<file path="src/rtl/mem_stage_lsu.sv">
// MEM-stage load/store unit: issues one data-memory access per load/store over req/gnt + rvalid.
// Latency: store 2 cycles, load 3 cycles from start to DONE with zero-wait memory; each wait cycle adds 1.
// Backpressure: mem_stall freezes the upstream pipeline until DONE; gnt/rvalid stalls simply extend REQ/WAIT_R.
module mem_stage_lsu #(
  parameter int REG_WIDTH      = 32,
  parameter int REG_ADDR_WIDTH = 5
) (
  input  logic                 clk,
  input  logic                 reset,
  input  logic                 EX_MEM_valid,
  input  logic                 EX_MEM_mem_read,
  input  logic                 EX_MEM_mem_write,
  input  logic [2:0]           EX_MEM_funct3,
  input  logic [REG_WIDTH-1:0] EX_MEM_alu_out,
  input  logic [REG_WIDTH-1:0] EX_MEM_dataB,
  output logic                 mem_stall,
  output logic                 mem_fault,
  output logic [REG_WIDTH-1:0] DMEM_data_out,
  output logic                 dmem_req,
  output logic                 dmem_we,
  output logic [REG_WIDTH-1:0] dmem_addr,
  output logic [3:0]           dmem_be,
  output logic [REG_WIDTH-1:0] dmem_wdata,
  input  logic                 dmem_gnt,
  input  logic                 dmem_rvalid,
  input  logic [REG_WIDTH-1:0] dmem_rdata
);

  typedef enum logic [1:0] {S_IDLE, S_REQ, S_WAIT_R, S_DONE} state_t;

  state_t                 state_q;
  logic                   req_q;
  logic                   we_q;
  logic [REG_WIDTH-1:0]   addr_q;
  logic [3:0]             be_q;
  logic [REG_WIDTH-1:0]   wdata_q;
  logic [REG_WIDTH-1:0]   data_out_q;
  logic [2:0]             f3_q;
  logic [1:0]             lo_q;

  // Register-index width is only carried through the pipeline, not used here.
  logic [REG_ADDR_WIDTH-1:0] unused_ridx;
  assign unused_ridx = '0;

  logic                 legal;
  logic                 aligned;
  logic                 start;
  logic                 bad;
  logic [3:0]           be_d;
  logic [REG_WIDTH-1:0] wdata_d;
  logic [REG_WIDTH-1:0] ext_d;
  logic [7:0]           byte_sel;
  logic [15:0]          half_sel;

  // Decode legality/alignment of the instruction sitting in EX/MEM.
  always_comb begin
    legal   = 1'b0;
    aligned = 1'b1;
    if (EX_MEM_mem_read) begin
      legal = (EX_MEM_funct3 == 3'b000) || (EX_MEM_funct3 == 3'b001) ||
              (EX_MEM_funct3 == 3'b010) || (EX_MEM_funct3 == 3'b100) ||
              (EX_MEM_funct3 == 3'b101);
    end else if (EX_MEM_mem_write) begin
      legal = (EX_MEM_funct3 == 3'b000) || (EX_MEM_funct3 == 3'b001) ||
              (EX_MEM_funct3 == 3'b010);
    end
    case (EX_MEM_funct3[1:0])
      2'b01:   aligned = (EX_MEM_alu_out[0] == 1'b0);
      2'b10:   aligned = (EX_MEM_alu_out[1:0] == 2'b00);
      default: aligned = 1'b1;
    endcase
    // Exactly one of read/write; both set falls into bad.
    start = EX_MEM_valid & (EX_MEM_mem_read ^ EX_MEM_mem_write) & legal & aligned;
    bad   = EX_MEM_valid & (EX_MEM_mem_read | EX_MEM_mem_write) & ~start;
  end

  // Byte enables and lane-replicated store data for the request about to be issued.
  always_comb begin
    be_d    = 4'b1111;
    wdata_d = EX_MEM_dataB;
    case (EX_MEM_funct3[1:0])
      2'b00: begin
        be_d    = 4'b0001 << EX_MEM_alu_out[1:0];
        wdata_d = {4{EX_MEM_dataB[7:0]}};
      end
      2'b01: begin
        be_d    = EX_MEM_alu_out[1] ? 4'b1100 : 4'b0011;
        wdata_d = {2{EX_MEM_dataB[15:0]}};
      end
      default: begin
        be_d    = 4'b1111;
        wdata_d = EX_MEM_dataB;
      end
    endcase
  end

  // Align and extend the returned word using the size/offset captured at issue.
  always_comb begin
    byte_sel = dmem_rdata[8*lo_q +: 8];
    half_sel = dmem_rdata[16*lo_q[1] +: 16];
    case (f3_q)
      3'b000:  ext_d = {{(REG_WIDTH-8){byte_sel[7]}}, byte_sel};
      3'b001:  ext_d = {{(REG_WIDTH-16){half_sel[15]}}, half_sel};
      3'b100:  ext_d = {{(REG_WIDTH-8){1'b0}}, byte_sel};
      3'b101:  ext_d = {{(REG_WIDTH-16){1'b0}}, half_sel};
      default: ext_d = dmem_rdata;
    endcase
  end

  // Access FSM; request fields are captured on issue and held until gnt.
  always_ff @(posedge clk) begin
    if (reset) begin
      state_q    <= S_IDLE;
      req_q      <= 1'b0;
      we_q       <= 1'b0;
      addr_q     <= '0;
      be_q       <= '0;
      wdata_q    <= '0;
      data_out_q <= '0;
      f3_q       <= '0;
      lo_q       <= '0;
    end else begin
      case (state_q)
        S_IDLE: begin
          if (start) begin
            state_q <= S_REQ;
            req_q   <= 1'b1;
            we_q    <= EX_MEM_mem_write;
            addr_q  <= {EX_MEM_alu_out[REG_WIDTH-1:2], 2'b00};
            be_q    <= be_d;
            wdata_q <= wdata_d;
            f3_q    <= EX_MEM_funct3;
            lo_q    <= EX_MEM_alu_out[1:0];
          end
        end
        S_REQ: begin
          if (dmem_gnt) begin
            req_q   <= 1'b0;
            state_q <= we_q ? S_DONE : S_WAIT_R;
          end
        end
        S_WAIT_R: begin
          if (dmem_rvalid) begin
            data_out_q <= ext_d;
            state_q    <= S_DONE;
          end
        end
        S_DONE: begin
          // One stall-free cycle lets EX/MEM advance before we look again.
          state_q <= S_IDLE;
        end
        default: state_q <= S_IDLE;
      endcase
    end
  end

  // Stall rises in the issuing cycle so the instruction is held from the start.
  assign mem_stall = ~reset & (((state_q == S_IDLE) & start) |
                               (state_q == S_REQ) | (state_q == S_WAIT_R));
  assign mem_fault = ~reset & (state_q == S_IDLE) & bad;

  assign dmem_req      = req_q;
  assign dmem_we       = we_q;
  assign dmem_addr     = addr_q;
  assign dmem_be       = be_q;
  assign dmem_wdata    = wdata_q;
  assign DMEM_data_out = data_out_q;

endmodule
</file>
<file path="config.mk">
export PLATFORM = sky130hd
export DESIGN_NAME = mem_stage_lsu
export DESIGN_NICKNAME = d
export VERILOG_FILES = /design/src/rtl/mem_stage_lsu.sv
export SDC_FILE = /design/constraint.sdc
export NUM_CORES = 1
export LEC_CHECK = 0
export CORE_UTILIZATION = 38
export CTS_CLUSTER_DIAMETER = 80
export DETAILED_ROUTE_END_ITERATION = 8
export PLACE_DENSITY_LB_ADDON = 0.12
export SYNTH_ARGS = -nofsm -noshare
export SYNTH_HDL_FRONTEND = slang
export SYNTH_SLANG_ARGS = --single-unit
</file>
<file path="constraint.sdc">
create_clock -name clk -period 3.4 [get_ports clk]
set_clock_uncertainty 0.05 [all_clocks]
set_input_delay 1.02 -clock clk [delete_from_list [all_inputs] [get_ports clk]]
set_output_delay 1.02 -clock clk [all_outputs]
set_load 0.005 [all_outputs]
</file>
==> qor.txt, run 1 <==
Clk Latency, worst-skew pair: 350 ps
Syn Area/Cell: 8.08 µm²
Initial Utilization: 39.3%
Post-Syn Instances: 592
DRC: 0
H-tree depth: 3
WHS Path Cells: 2
clk sinks: 107
Max Freq: 301 MHz
Period minus WS final: 3320 ps
critical path's top delay family: buffers and inverters
Total GRT Usage: 23.3%
Synth top cells by count: 115 x nand2_1, 107 x dfxtp_1, 74 x a21oi_1
CTS Hold Bufs: 0
Routed WL per cell: 15.6 µm
largest net degree at the start of global routing: 66
Top FF cell, synth: dfxtp_1
placer congestion estimate: 0.834
most frequent cell after synthesis: nand2_1
core area: 0.0122 mm²
TritonCTS buffer count: 9
Worst Reg-to-Reg Cells: 4
asr flop ratio synth: 0%
critical path type: input port to primary output
synth top area cells: dfxtp_1 45%, nand2_1 9.0%, a211oi_1 8.3%
Detail Route Antenna Nets: 0
max_cap viols: 0
Largest stage delay, worst path: 260 ps
Final setup viols: 0
total gr overflow: 0
status: complete, no violations
Post-DP HPWL: 10900 µm
CP Max Fanout: 4
ant diodes: 0
FP Rows: 40
root buffer cell: clkbuf_16
Vias: 4918
Iteration-0 DRC Markers: 378
crit share post-route: 97.6%
Layout area overhead: 54.6%
Max VDD drop: 0.228 mV
crit end category: primary output
Worst Max-Slew Pin Slew: 873 ps
layout cells sized above 1: 8.82%
TritonCTS clock tree: built
fill cell count: 1113
Die ar.: 0.0130 mm²
number of antenna violations at the first check in global routing: 0
max-slew violation total from the final report: 0
Post-Layout Inst Area: 0.00739 mm²
Overall Power: 3010 µW
die height: 114 µm
Longest Clk Path Bufs: 2
Final Hold Vio Count: 0
share of the synthesized area in the top cell type: 44.8%
#FFs+latches synth: 107
P per Cell Area: 407 mW/mm²
Die X: 114 µm
critical path arrival: 2250 ps
# IOs: 210
Worst Setup Start Kind: input port
Critical Path, Cell by Cell: buf_4 -> inv_4 -> ha_4 -> nor2_2 -> a221oi_2 -> buf_4 -> nand2_2 -> and4_1 -> buf_2
EDFF count, synth: 0
Seq/Total Area, Yosys: 44.8%
WP buf/inv: 4
Post-DP Area: 0.00708 mm²
CP Depth: 9
IO Port Bufs: 207
Leak: 0.00254 µW
yosys warns: 0
class of the worst hold path: flip-flop to flip-flop
leading area contributor after synthesis: dfxtp_1
mapped cell area: 0.00478 mm²
via-per-instance ratio: 5.11
Distinct cells, synth: 38
Top cell by count, worst path: buf_4
final net count: 903
Max-slew headroom: 41.8%
drt total wl: 15000 µm
first-pass GRT wire length: 23800 µm
vias in the first global route: 4830
critical path's slowest cell: a221oi_2
clock-pin slew on the worst setup and hold paths: 60 ps
area of the multi-input gates: 0.00245 mm²
worst path required time: 2330 ps
TritonRoute pass-1 iters: 4
register area: 0.00214 mm²
## layout by cell type (no fill, tap or decap), drive strengths merged
cell,count
conb,2
nor2,68
a21oi,74
a22oi,7
o21a,1
a21o,1
mux4,1
o311ai,1
nand2,115
buf,33
o21ai,7
nand2b,11
clkinv,3
a311oi,4
a22o,16
and4,1
nand3b,2
inv,11
and2,1
o22a,7
clkinvlp,1
nand3,2
mux2i,10
a211oi,54
dlygate4sd2,2
mux2,2
clkdlybuf4s50,196
dfxtp,107
dlymetal6s2s,2
nor2b,1
ha,8
and3,1
nor3b,9
nor3,16
a221oi,2
o32ai,1
clkbuf,14
## worst reg2reg max path, cell delays in order, from the launching register on
cell and delay, ps:
dfxtp_1 570, nand2b_1 750, a21oi_1 160, o22a_1 230
a211oi_1 230
## report_power, final
group / switching [µW] / internal (µW)
clock network: 458 / 516
logic: 306 / 364
registers: 41.9 / 1320
## flip-flops by register name (all words and copies together), names as in the netlist
register,flops
dmem_we,1
dmem_req,1
dmem_wdata,32
lo_q,2
state_q,2
dmem_be,4
dmem_addr,30
f3_q,3
DMEM_data_out,32
## metrics by stage
| step | util [%] | worst slack [ps] | TNS (ps) | instances | hold slack, ps |
|---|---|---|---|---|---|
| 6_report | 60.8 | 80.8 | 0 | 962 | 405 |
| 3_3_place_gp | 58.2 | -688 | -1370 | 944 | 391 |
| 5_1_grt | 60.8 | -1.89 | -1.89 | 962 | 422 |
| 3_5_place_dp | 58.2 | -751 | -1460 | 944 | 396 |
| 2_1_floorplan | - | 27.8 | 0 | 593 | 403 |
| 4_1_cts | 60.6 | 0.285 | 0 | 960 | 405 |
## area by class of cell
type                    instances  area share [%]
multi-input cells             425            33.2
well taps                     168            2.84
inverters                      11           0.592
flip-flops and latches        107            29.0
clock inverters                 4           0.355
clock buffers                  12            3.33
repair buffers                235            30.7
## path summary, 6_finish.rpt
path,start,endpoint,slack [ps]
worst max-delay path,EX_MEM_funct3[1],mem_fault,80
worst min-delay path,dmem_addr[7],dmem_addr[7],410
worst max register to register,f3_q[0],DMEM_data_out[1],1330
worst min register to register,dmem_addr[7],dmem_addr[7],410
## routing by layer
layer / global-route usage [%] / wire (µm) / up-vias
li1: - / - / 2461
met1: 28.9 / 6400 / 2255
met2: 37.8 / 7060 / 180
met3: 6.46 / 1230 / 22
met4: 10.5 / 347 / 0
met5: 0 / 0 / -
## repair_timing
action / 4_1_cts / 5_1_grt
setup buffers: 0 / 2
pin swaps: 4 / 5
endpoints found under the hold margin: 0 / 0
resized for setup: 31 / 10
endpoints found under the setup margin: 2 / 2
## cell families (layout without fill, tap and decap cells)
logic type,after synthesis,after routing,share of synthesized area (%)
simple gates,227,227,20.0
compound gates,175,175,24.3
flops,107,107,44.8
buf+inv,61,262,5.70
mux,13,13,3.03
fa+ha+maj,8,8,2.09
other cells,1,2,0.0784
Note: power is estimated with default switching activity, not from simulation.
==> run 2, diff against run 1 <==
Settings changed: CTS_CLUSTER_DIAMETER 80 to 150, RECOVER_POWER set to 25.
==> results of run 2 <==
No change in the layout: final DEF, timing and power equal those of run 1.
